<file path="config.mk">
export PLATFORM = sky130hd
export DESIGN_NAME = cp0_int_unit
export DESIGN_NICKNAME = d
export VERILOG_FILES = /design/src/rtl/cp0_int_unit_pkg.sv /design/src/rtl/cp0_int_unit_arbiter.sv /design/src/rtl/cp0_int_unit.sv
export SDC_FILE = /design/constraint.sdc
export NUM_CORES = 1
export LEC_CHECK = 0
export ABC_AREA = 1
export BUFFER_PORTS_ARGS = -buffer_cell sky130_fd_sc_hd__buf_2
export CORE_AREA = 2 2 83 101
export CTS_CLUSTER_SIZE = 10
export DETAILED_ROUTE_END_ITERATION = 8
export DIE_AREA = 0 0 85 103
export GPL_TIMING_DRIVEN = 0
export PLACE_DENSITY = 0.83
export SETUP_SLACK_MARGIN = 0.02
export SYNTH_ARGS = -nofsm -noshare
export SYNTH_HDL_FRONTEND = slang
export SYNTH_SLANG_ARGS = --single-unit
</file>
<file path="constraint.sdc">
create_clock -name clk -period 4.4 [get_ports clk]
set_clock_uncertainty 0.15 [all_clocks]
set_input_delay 0.22 -clock clk [delete_from_list [all_inputs] [get_ports clk]]
set_output_delay 0.22 -clock clk [all_outputs]
set_load 0.01 [all_outputs]
</file>
<file path="src/rtl/cp0_int_unit_pkg.sv">
// Shared CP0 definitions for the interrupt unit.
//   - CP0 register numbers for mfc0/mtc0 (SR, Cause, EPC, PRId)
//   - ExcCode constants written into Cause[6:2]
//   - Fixed addresses: exception handler entry and the interrupt generator
//   - epc_target(): the address EPC records for an instruction at vpc
package cp0_int_unit_pkg;

  localparam logic [4:0] CP0_SR    = 5'd12;
  localparam logic [4:0] CP0_CAUSE = 5'd13;
  localparam logic [4:0] CP0_EPC   = 5'd14;
  localparam logic [4:0] CP0_PRID  = 5'd15;

  localparam logic [4:0] EXC_INT  = 5'd0;
  localparam logic [4:0] EXC_ADEL = 5'd4;
  localparam logic [4:0] EXC_ADES = 5'd5;
  localparam logic [4:0] EXC_RI   = 5'd10;
  localparam logic [4:0] EXC_OV   = 5'd12;

  localparam logic [31:0] HANDLER_ADDR_DEF = 32'h0000_4180;
  localparam logic [31:0] INT_GEN_ADDR     = 32'h0000_7f20;
  localparam logic [31:0] PRID_VALUE       = 32'h2023_0007;

  // IM (in SR) and IP (in Cause) both start at bit 10.
  localparam int unsigned IM_LSB = 10;

  // A delay-slot instruction is restarted from its branch, one word earlier.
  // Subtraction wraps modulo 2^32 on purpose (vpc=0 gives 32'hffff_fffc).
  function automatic logic [31:0] epc_target(input logic [31:0] vpc, input logic bd);
    logic [31:0] aligned;
    aligned = {vpc[31:2], 2'b00};
    return bd ? aligned - 32'd4 : aligned;
  endfunction

endpackage

</file>
<file path="src/rtl/cp0_int_unit_arbiter.sv">
// cp0_arbiter: combinational priority between external interrupts and the
// synchronous exception of the M-stage instruction.
//   hw_int       in   live interrupt lines (not the registered IP copy)
//   im, ie, exl  in   SR mask / enable / exception-level bits
//   exc_code_in  in   M-stage exception code, 0 = none
//   req          out  take an interrupt or exception this cycle
//   is_int       out  the interrupt is the winner
//   exc_code_nxt out  ExcCode to record when req is taken
module cp0_arbiter
  import cp0_int_unit_pkg::*;
#(
  parameter int unsigned HW_INT_W = 6
) (
  input  logic [HW_INT_W-1:0] hw_int,
  input  logic [HW_INT_W-1:0] im,
  input  logic                ie,
  input  logic                exl,
  input  logic [4:0]          exc_code_in,
  output logic                req,
  output logic                is_int,
  output logic [4:0]          exc_code_nxt
);

  logic exc_req;

  // EXL masks both sources, so a nested exception is silently dropped.
  assign is_int       = (|(hw_int & im)) & ie & ~exl;
  assign exc_req      = (exc_code_in != EXC_INT) & ~exl;
  assign req          = is_int | exc_req;
  assign exc_code_nxt = is_int ? EXC_INT : exc_code_in;

endmodule

</file>
<file path="src/rtl/cp0_int_unit.sv">
// cp0_int_unit: CP0 receiving end of the external-interrupt handshake.
// Holds SR/Cause/EPC, arbitrates hw_int against M-stage exceptions and
// requests a flush + redirect to handler_pc.
//   clk, reset   rising-edge clock; asynchronous active-low reset
//   en, cp0_addr, cp0_wdata   mtc0 write port (SR and EPC only)
//   cp0_rdata    mfc0 read of registered state, combinational
//   vpc, bd_in, exc_code_in, eret   M-stage instruction info
//   hw_int       level-sensitive external interrupt lines
//   req          take exception/interrupt this cycle
//   handler_pc   constant handler entry address
//   epc_out, exl current EPC and SR.EXL
module cp0_int_unit
  import cp0_int_unit_pkg::*;
#(
  parameter logic [31:0] HANDLER_ADDR = HANDLER_ADDR_DEF,
  parameter int unsigned HW_INT_W     = 6
) (
  input  logic                clk,
  input  logic                reset,
  input  logic                en,
  input  logic [4:0]          cp0_addr,
  input  logic [31:0]         cp0_wdata,
  output logic [31:0]         cp0_rdata,
  input  logic [31:0]         vpc,
  input  logic                bd_in,
  input  logic [4:0]          exc_code_in,
  input  logic                eret,
  input  logic [HW_INT_W-1:0] hw_int,
  output logic                req,
  output logic [31:0]         handler_pc,
  output logic [31:0]         epc_out,
  output logic                exl
);

  logic [HW_INT_W-1:0] sr_im_q, sr_im_d;
  logic                sr_exl_q, sr_exl_d;
  logic                sr_ie_q, sr_ie_d;
  logic                cause_bd_q, cause_bd_d;
  logic [HW_INT_W-1:0] cause_ip_q, cause_ip_d;
  logic [4:0]          cause_exc_q, cause_exc_d;
  logic [31:0]         epc_q, epc_d;

  logic                is_int;
  logic [4:0]          exc_code_nxt;

  cp0_arbiter #(.HW_INT_W(HW_INT_W)) u_arbiter (
    .hw_int       (hw_int),
    .im           (sr_im_q),
    .ie           (sr_ie_q),
    .exl          (sr_exl_q),
    .exc_code_in  (exc_code_in),
    .req          (req),
    .is_int       (is_int),
    .exc_code_nxt (exc_code_nxt)
  );

  always_comb begin
    // NOTE: every _d starts as its _q; without these defaults any path that
    // skips an assignment would infer a latch.
    sr_im_d     = sr_im_q;
    sr_exl_d    = sr_exl_q;
    sr_ie_d     = sr_ie_q;
    cause_bd_d  = cause_bd_q;
    cause_exc_d = cause_exc_q;
    epc_d       = epc_q;
    // IP is a raw mirror of the lines; acknowledge happens at the source.
    cause_ip_d  = hw_int;

    if (req) begin
      // Taking an exception overrides both eret and a same-cycle mtc0.
      sr_exl_d    = 1'b1;
      cause_exc_d = exc_code_nxt;
      cause_bd_d  = bd_in;
      epc_d       = epc_target(vpc, bd_in);
    end else begin
      if (eret) sr_exl_d = 1'b0;
      if (en) begin
        unique case (cp0_addr)
          CP0_SR: begin
            sr_im_d  = cp0_wdata[IM_LSB +: HW_INT_W];
            sr_exl_d = cp0_wdata[1];
            sr_ie_d  = cp0_wdata[0];
          end
          CP0_EPC: epc_d = cp0_wdata;
          default: ;
        endcase
      end
    end
  end

  always_ff @(posedge clk or negedge reset) begin
    if (!reset) begin
      sr_im_q     <= '0;
      sr_exl_q    <= 1'b0;
      sr_ie_q     <= 1'b0;
      cause_bd_q  <= 1'b0;
      cause_ip_q  <= '0;
      cause_exc_q <= '0;
      epc_q       <= '0;
    end else begin
      // NOTE: non-blocking assignments so every register samples the values
      // from before the edge, independent of statement order.
      sr_im_q     <= sr_im_d;
      sr_exl_q    <= sr_exl_d;
      sr_ie_q     <= sr_ie_d;
      cause_bd_q  <= cause_bd_d;
      cause_ip_q  <= cause_ip_d;
      cause_exc_q <= cause_exc_d;
      epc_q       <= epc_d;
    end
  end

  // mfc0 sees registered state only; a same-cycle mtc0 is not forwarded.
  always_comb begin
    cp0_rdata = '0;
    unique case (cp0_addr)
      CP0_SR: begin
        cp0_rdata[IM_LSB +: HW_INT_W] = sr_im_q;
        cp0_rdata[1]                  = sr_exl_q;
        cp0_rdata[0]                  = sr_ie_q;
      end
      CP0_CAUSE: begin
        cp0_rdata[31]                 = cause_bd_q;
        cp0_rdata[IM_LSB +: HW_INT_W] = cause_ip_q;
        cp0_rdata[6:2]                = cause_exc_q;
      end
      CP0_EPC:  cp0_rdata = epc_q;
      CP0_PRID: cp0_rdata = PRID_VALUE;
      default:  ;
    endcase
  end

  assign handler_pc = HANDLER_ADDR;
  assign epc_out    = epc_q;
  assign exl        = sr_exl_q;

endmodule
</file>
==> summary.txt, run 1 <==
Power
  • Register share of total power: between 30% and 40%
  • P_sw: roughly 1 mW
  • Net Sw Frac: 43.8%
  • Comb pwr share: about half
  • Internal: 1.27 mW
  • Leakage: 3.00 nW
  • PwrDens: 438 nW/um^2
  • Peak VDD IR: about 0.00028 V
  • Clock Power Share: 14.6%

CTS
  • Max Buffers Root-to-Sink: 2
  • Clk slew on worst S/H paths: roughly 100 ps
  • Post CTS Setup Buffer Count: 0
  • CTS tree: done
  • Clock Latency Late Sink: roughly 300 ps
  • H-tree Lvls: 2
  • Clock Sinks: between 50 and 60
  • Num CTS Buffers: 5
  • Clk Tree Root Cell: clkbuf_8

Logic synthesis
  • Xor and xnor fraction of the mapped netlist area: about 2%
  • Cells after synthesis: between 600 and 700
  • Post-Synth Simple-Gate Area: 41.4%
  • Yosys reg bits: 52
  • YS warnings: 0
  • Post-Synth Adder-Cell Area: less than 1%
  • Compound-Gate Fraction of Synth Area: under 10%
  • Synth cell types: 34
  • Mux contribution to synthesized area: 0%
  • Syn avg cell area: about 6.4 um^2
  • Combinational family with the most area after synthesis: simple AND/OR/NAND/NOR gates
  • Sequential area share after synthesis: around 33%
  • Cell area after synthesis: between 3000 and 4000 um^2

Job
  • Max-cap violation count: 0

Drt
  • Vias per cell: around 4.8
  • Final WL: roughly 12 mm
  • Vias: about 4400
  • Initial DRC count: around 230
  • DRC violations left: 0
  • Detail Route Antenna Nets: 0
  • DR pass1 iterations: 8
  • WL/cell: 13.4 um

Global route
  • Overall Global Routing Usage: 27.6%
  • Grt met2 use: 52.8%
  • Pin count of the biggest net entering global routing: 53
  • First-pass GRT wire length: around 19 mm
  • GRT Residual Overflow: 0
  • Initial antenna violation count: 0
  • M1 GR Usage: ~32%
  • Grt met3 use: a little under 3%
  • Vias in the first global route: ~4200
  • Gr busiest metal: met2

Critical path
  • R2r setup slk: between 2000 and 3000 ps
  • CP arrival: ~1800 ps
  • Critical-path maximum fanout: 10
  • Startpoint class of the critical path: input pin
  • CP endpoint kind: output pin
  • Crit path required time: about 4000 ps
  • Setup CP Type: input pin to output pin

Cells and area
  • Inserted Diodes: 0
  • Filler Cells Inserted: around 730
  • Post-layout nets: between 800 and 900
  • Share of layout cells above drive strength 1: approximately 28%
  • Area of the multi-input gates: ~2100 um^2
  • Final core occ: 65.2%
  • Non-filler instance count after layout: 909
  • Post-route cell area: 5140 um^2
  • Layout area overhead: 28.9%
  • Register area: around 1300 um^2

Floorplanning
  • Die Area: slightly below 9000 um^2
  • Die X: approximately 85 um
  • Initial Utilization: roughly half
  • FP Rows: 36
  • CORE AREA: 7880 um^2
  • IO Count: 183
  • DIE HEIGHT: between 100 and 150 um

STA
  • Period utilization: around 50%
  • Final setup TNS: 0 ps
  • Setup violators final: 0
  • Max-slew violations: 0
  • Normalized max-slew margin: 22.8%
  • RSZ-0062 raised after global routing: false
  • FMAX: about 0.45 GHz
  • Fin crit period: approximately 2200 ps
  • Hold slack: -27.1 ps
  • Hold Violations, Final: 16
  • Worst Tran Pin Value: between 1000 and 1500 ps

Placed design
  • Port bufs: 146
  • GPL Wtd Cong: 0.938
  • Post-detail-place hpwl: 9.87 mm
  • Placed cell count: around 900
  • Dpl cell area: 4950 um^2

Status
  • Status: finished with violations
  • Violated checks: negative hold slack

Worst hold path
  • Worst hold path class: input pin to async pin
## stage by stage
| step | hold WS [ps] | setup slack [ps] | total power [mW] |
|---|---|---|---|
| 3_5_place_dp | 198 | 2480 | 1.92 |
| 3_3_place_gp | 197 | 2510 | 1.89 |
| 4_1_cts | 8.72 | 2190 | 2.26 |
| 6_report | -27.1 | 2190 | 2.25 |
| 2_1_floorplan | -226 | 2830 | 1.50 |
| 5_1_grt | 15.3 | 2080 | 2.44 |
## cell usage after synthesis (all sizes together)
master	number	area [um^2]
nand2	232	907
nor2	99	440
inv	74	280
dfrtp	52	1300
buf	49	375
o21ai	41	209
nand3	40	228
nand4	9	56.3
xor2	6	52.6
a21oi	4	20.0
o21bai	3	22.5
xnor2	3	26.3
conb	2	7.51
nand3b	2	15.0
o22ai	2	12.5
and2	1	6.26
ha	1	12.5
o211ai	1	7.51
o311ai	1	8.76
## kinds of logic after synthesis
kind of cell / after synthesis
buffers and inverters: 123
flip-flops: 52
AO/OA/AOI/OAI: 52
adder cells (fa/ha/maj): 1
AND/OR/NAND/NOR: 383
other: 2
XOR/XNOR: 9
## state kept, by name (all words and copies together), names as in the netlist
signal       flops
sr_im_q          6
exl              1
cause_ip_q       6
cause_exc_q      5
cause_bd_q       1
epc_out         32
sr_ie_q          1
## worst paths after layout
path,endpoint,startpoint,depth (start not counted)
worst max-delay path,req,hw_int[3],10
worst min-delay path,epc_out[3],reset,1
worst max register to register,epc_out[4],sr_im_q[5],9
worst min register to register,sr_im_q[5],sr_im_q[5],2
max in group asynchronous,epc_out[22],reset,1
min in group clk,sr_im_q[5],cp0_wdata[15],3
## power by group through the flow
stage	sequential, mW	clock, mW	combinational [mW]
final	0.820	0.329	1.11
after global routing	0.844	0.351	1.25
after CTS	0.818	0.330	1.11
after detailed placement	0.827	0	1.09
after global placement	0.822	0	1.07
after floorplan	0.869	0	0.633
## final cells by class
type / count / share of cell area, %
multi-input combinational: 477 / 41.7
sequential: 52 / 25.3
timing repair buffer: 154 / 15.8
buffer: 49 / 7.30
inverter: 74 / 5.45
tap: 95 / 2.31
clock buffer: 5 / 1.34
clock inverter: 3 / 0.827
## layer usage
| metal | wire length (um) | vias up |
|---|---|---|
| met5 | 0 | - |
| met4 | 249 | 0 |
| met3 | 669 | 22 |
| met2 | 6460 | 166 |
| met1 | 4760 | 1988 |
| li1 | - | 2221 |
## critical path: stages
cell and delay, ps:
dlygate4sd3_1 530, buf_2 130, nand2_1 60, nand2_1 50, nor2_1 160, nand2_2 90
nand3_4 120, nand2_8 110, buf_2 210, buf_2 160
## cell usage in the layout, fill, tap and decap left out
master and count:
clkinv_2 1, buf_2 152, nand2_4 2, nor2_4 5, o21bai_1 3, o21ai_2 1
o311ai_1 1, inv_2 2, and2_1 1, nor2_8 1, buf_1 1, clkbuf_8 5
nand3_2 3, nor2_1 87, o21ai_1 8, buf_4 35, clkinvlp_4 1, dlygate4sd3_1 8
nand3_4 1, dfrtp_1 52, conb_1 32, ha_1 1, inv_4 1, o21ai_0 32
a21oi_1 4, nand2_2 2, nand2_1 227, nand3b_1 2, o22ai_1 2, nand3_1 36
xor2_1 6, inv_1 71, nor2_2 6, nand4_1 9, xnor2_1 3, bufinv_16 1
buf_6 7, o211ai_1 1, nand2_8 1
## what timing repair did
item	in CTS	in global routing
resized for setup	0	0
hold buffers	8	0
hold endpoints to repair	8	0
(Power assumes the default switching activity.)
==> run 2, diff against run 1 <==
- CORE_AREA: 2 2 83 101 -> 2 2 87 105
- DIE_AREA: 0 0 85 103 -> 0 0 89 107
- PLACE_DENSITY: 0.83 -> 0.76
- clock period: 4.4 -> 2.1 ns (I/O delays scaled with it)
==> run 2 against run 1 <==
  * The flow now finishes without violations
  * Count of clock-buffer cells in the layout grew 3
  * Sequential power grew 110%
  * Global-route usage is 1.2 points lower
  * Critical path depth stayed put
==> summary.txt, run 2 (synthesis results as in run 1) <==
Cells and area
  • Largest register FFs: 32
  • Post-route cell area: roughly 5400 um^2
  • Layout area overhead: 36.6%
  • Share of layout cells above drive strength 1: about a quarter
  • Inserted Diodes: 0
  • Most frequent cells in the layout: nand2_1 (227), buf_2 (152), nor2_1 (87), inv_1 (71), dfrtp_1 (52)
  • Non-filler instance count after layout: just under 1000
  • Commonest non-fill, non-tap cell in the layout: nand2_1
  • Filler Cells Inserted: between 800 and 900
  • Post-layout nets: 929

CTS
  • H-tree Lvls: 2
  • Clk slew on worst S/H paths: roughly 90 ps
  • Num CTS Buffers: 5
  • CTS tree: done
  • Post CTS Setup Buffer Count: 0
  • Clk Tree Root Cell: clkbuf_8
  • Clock Sinks: between 50 and 60
  • Max Buffers Root-to-Sink: 2
  • Clock Latency Late Sink: between 300 and 400 ps

Global route
  • GRT Residual Overflow: 0
  • Pin count of the biggest net entering global routing: 53
  • Vias in the first global route: about 4200
  • Initial antenna violation count: 0
  • Overall Global Routing Usage: around a quarter
  • First-pass GRT wire length: roughly 20 mm

STA
  • Setup violators final: 0
  • Worst Tran Pin Value: approximately 1200 ps
  • Final setup TNS: 0 ps
  • Period utilization: between 90 and 100%
  • Hold Violations, Final: 0
  • Fin crit period: approximately 2000 ps
  • Max-slew violations: 0
  • FMAX: about 0.51 GHz
  • Normalized max-slew margin: 20.8%
  • RSZ-0062 raised after global routing: false

Critical path
  • CP endpoint kind: output pin
  • Startpoint class of the critical path: input pin
  • Critical-path maximum fanout: 10
  • Setup CP Type: input pin to output pin
  • Crit path required time: approximately 1900 ps
  • CP arrival: 1690 ps

Power
  • Total power: approximately 4.7 mW
  • Peak VDD IR: around 0.00035 V
  • Leakage: about 3.1 nW
  • PwrDens: 860 nW/um^2

Floorplanning
  • Die X: about 89 um
  • CORE AREA: 8520 um^2
  • IO Count: ~180
  • Initial Utilization: 46.8%
  • Die Area: roughly 9500 um^2
  • FP Rows: 37
  • DIE HEIGHT: 107 um

Drt
  • Detail Route Antenna Nets: 0
  • WL/cell: about 14 um
  • Vias: 4600
  • Vias per cell: 4.79
  • DR pass1 iterations: 7
  • Initial DRC count: around 290
  • DRC violations left: 0
  • Final WL: ~13 mm

Job
  • Max-cap violation count: 0

Placed design
  • Placed cell count: around 920
  • Post-detail-place hpwl: ~10 mm
  • GPL Wtd Cong: between 0.9 and 1
  • Port bufs: about 150
  • Dpl cell area: roughly 5000 um^2

Status
  • Status: completed

Worst hold path
  • Worst hold path class: input pin to register
==> run 2: cell types whose count changed in the layout (fill, tap and decap cells not counted) <==
cell           previous run  this run
clkinv_2                  1         0
clkbuf_1                  0         2
clkinvlp_4                1         0
clkbuf_8                  5         6
bufinv_16                 1         0
dlygate4sd3_1             8        38
==> run 2: worst paths after layout <==
check | startpoint | end | slack [ps] | cells after the start
setup reg to reg | sr_im_q[3] | epc_out[15] | 350 | 10
hold reg to reg | sr_im_q[5] | sr_im_q[5] | 360 | 2
setup / recovery | hw_int[3] | req | 150 | 10
hold / removal | cp0_wdata[6] | epc_out[6] | 4 | 5
min in group asynchronous | reset | cause_exc_q[4] | 440 | 2
max in group asynchronous | reset | epc_out[16] | 630 | 2
==> run 2: stage by stage <==
step / setup slack, ps / util, % / hold slack [ps]
5_1_grt: 75.9 / 64.0 / 22.6
2_1_floorplan: 563 / - / -341
4_1_cts: 136 / 64.0 / 1.05
3_5_place_dp: 274 / 58.4 / 78.5
6_report: 152 / 64.0 / 4.11
3_3_place_gp: 305 / 58.4 / 83.0
==> run 2: routing by layer <==
metal / routed length, um / share of wire (%) / GRT usage (%) / vias up
met5: 0 / 0 / 0 / -
met4: 396 / 3.0 / 10.1 / 0
met3: 782 / 6.0 / 3.23 / 35
met2: 6640 / 51 / 47.0 / 190
met1: 5170 / 40 / 32.0 / 2084
li1: - / - / - / 2291
==> run 2: what timing repair did <==
| item | 4_1_cts | 5_1_grt |
|---|---|---|
| endpoints found under the hold margin | 94 | 0 |
| hold buffers | 38 | 0 |
| resized for setup | 0 | 0 |
==> run 2: cell type report <==
type / instances / area, um^2 / share of cell area [%]
flip-flops and latches: 52 / 1300 / 23.9
plain buffers: 49 / 375 / 6.89
multi-input cells: 477 / 2140 / 39.4
clock buffers: 8 / 90.1 / 1.65
well taps: 117 / 146 / 2.69
repair buffers: 184 / 1110 / 20.4
inverters: 74 / 280 / 5.14
==> run 2: worst max-delay path: stages <==
cell and delay, ps:
dlygate4sd3_1 540, buf_2 130, nand2_1 60, nand2_1 50, nor2_1 130, nand2_2 90, nand3_4 120, nand2_8 100
buf_2 200, buf_2 160
==> run 2: power by group <==
part | switching (mW) | total, mW | internal, mW
registers | 0.315 | 1.73 | 1.42
clock network | 0.328 | 0.597 | 0.270
logic | 1.44 | 2.36 | 0.921
==> run 3, diff against run 2 <==
- REMOVE_ABC_BUFFERS: default -> 1
==> run 3 against run 2 <==
  * First-iteration DRC count decreased by 1.7%
  * Via count is 2.6% lower
  * Cell area down 4.0%
  * Wire length decreased by 0.52%
  * Hold slack gained 3.6 ps
  * Combinational power is 5% lower
  * Non-clock buffer count fell by 35
  * Core utilization shrank 2.6 points
  * Setup slack worse by 42 ps
  * Critical endpoint unchanged
  * Largest cell class unchanged
==> summary.txt, run 3 (synthesis results as in run 1) <==
Cells and area
  • Share of layout cells above drive strength 1: between 20% and 30%
  • Most frequent cells in the layout: nand2_1 (227), buf_2 (148), nor2_1 (86), inv_1 (71), dfrtp_1 (52)
  • Inserted Diodes: 0
  • Final core occ: ~61%
  • Largest register FFs: 32
  • Post-layout nets: 896
  • Commonest non-fill, non-tap cell in the layout: nand2_1
  • Layout area overhead: 31.1%

Floorplanning
  • Initial Utilization: a little under half
  • Die X: between 80 and 90 um
  • CORE AREA: 8520 um^2
  • DIE HEIGHT: ~110 um
  • Die Area: ~9500 um^2
  • IO Count: around 180
  • FP Rows: 37

Critical path
  • Critical-path maximum fanout: 55
  • CP endpoint kind: output pin
  • Startpoint class of the critical path: input pin
  • Setup CP Type: input pin to output pin
  • R2R Path Start: sr_im_q[5]
  • Worst R2R Path Depth: 10
  • Crit path required time: between 1500 and 2000 ps
  • Worst path max stage delay: 570 ps
  • CP max-delay cell: dlygate4sd3_1
  • R2r setup slk: approximately 160 ps
  • R2r endpoint: sr_im_q[4]
  • Worst-path cell chain: dlygate4sd3_1, buf_2, nor2_1, nand2_1, o21ai_2, nand2_8, buf_2
  • CP arrival: roughly 1700 ps
  • Most Frequent Cell on Critical Path: buf_2

STA
  • Fin crit period: between 1500 and 2000 ps
  • Worst Tran Pin Value: approximately 1200 ps
  • FMAX: slightly above 0.5 GHz
  • Hold Violations, Final: 0
  • RSZ-0062 raised after global routing: true
  • Setup violators final: 0
  • Period utilization: a little over nine tenths
  • Normalized max-slew margin: around 19%
  • Max-slew violations: 0

CTS
  • CTS tree: done
  • H-tree Lvls: 2
  • Num CTS Buffers: 5
  • Clk slew on worst S/H paths: around 100 ps
  • Clock Latency Late Sink: between 300 and 400 ps
  • Clock Sinks: between 50 and 60
  • Max Buffers Root-to-Sink: 2
  • Clk Tree Root Cell: clkbuf_8

Worst hold path
  • Hold_sp: cp0_wdata[9]
  • Hold Crit Depth: 5
  • Hold Path End: epc_out[9]
  • Worst hold path class: input pin to register

Drt
  • Vias: ~4500
  • Initial DRC count: around 280
  • WL/cell: between 10 and 15 um
  • Detail Route Antenna Nets: 0
  • DR pass1 iterations: 7
  • DRC violations left: 0
  • Vias per cell: slightly below 5
  • Final WL: roughly 13 mm

Power
  • PwrDens: 876 nW/um^2
  • Total power: ~4.6 mW
  • Leakage: slightly below 3 nW
  • Peak VDD IR: about 0.00042 V

Global route
  • First-pass GRT wire length: between 15 and 20 mm
  • GRT Residual Overflow: 0
  • Pin count of the biggest net entering global routing: between 50 and 60
  • Initial antenna violation count: 0
  • Vias in the first global route: 4369
  • Overall Global Routing Usage: between 20% and 30%

Job
  • Max-cap violation count: 0

Placed design
  • Post-detail-place hpwl: between 8 and 9 mm
  • GPL Wtd Cong: about 0.90
  • Port bufs: 148

Status
  • Status: completed
run 3: cell count changes in the layout (fill, tap and decap cells not counted), moves of 4 or more:
cell / change
buf_2: -4
buf_4: -33
buf_6: -7
dlygate4sd3_1: +10
run 3: stage by stage:
stage / worst slack, ps / setup TNS (ps) / std cells / hold slack (ps) / cell area [um^2]
finish: 110 / 0 / 928 / 7.71 / 5230
global placement: -74.4 / -535 / 868 / 80.1 / 4610
global route: -1.88 / -1.88 / 928 / 37.7 / 5230
detailed placement: -88.8 / -995 / 868 / 79.2 / 4610
floorplan: 448 / 0 / 603 / -341 / 3730
CTS: 61.3 / 0 / 924 / 1.26 / 5190
run 3: how the worst max path moves through the flow:
stage                         startpoint     endpoint  cells past startpoint
after global placement       cp0_addr[3]   epc_out[2]                      9
final                     exc_code_in[3]          req                      7
after floorplan               sr_im_q[5]  epc_out[25]                     10
after detailed placement     cp0_addr[1]  epc_out[26]                      9
after CTS                      hw_int[3]   sr_im_q[4]                     12
after global routing           hw_int[4]   epc_out[2]                     12
run 3: worst max-delay path, delay by kind of cell:
family / cells / cell delay, ps
buffers and inverters: 3 / 960
and+or+nand+nor: 3 / 420
AOI/OAI and AO/OA: 1 / 220
run 3: cell type report:
cell class	count	area [um^2]
Clock buffer	5	68.8
Timing Repair Buffer	198	1240
Inverter	74	285
Sequential cell	52	1300
Multi-Input combinational cell	479	2160
Fill cell	846	3290
Tap cell	117	146
Clock inverter	3	26.3
run 3: where the power goes:
part	switching, mW	total (mW)	internal, mW
clock network	0.372	0.616	0.244
logic	1.43	2.24	0.811
registers	0.305	1.72	1.42
run 3: layer usage:
layer	share of wire [%]	GRT usage (%)
met1	39	30.7
met2	52	48.8
met3	6.0	4.23
met4	2.9	9.28
met5	0	0
run 3: timing repair:
item,4_1_cts,5_1_grt
resized for setup,0,3
setup buffers,0,2
hold buffers,48,0
endpoints found under the setup margin,0,34
hold endpoints to repair,102,0
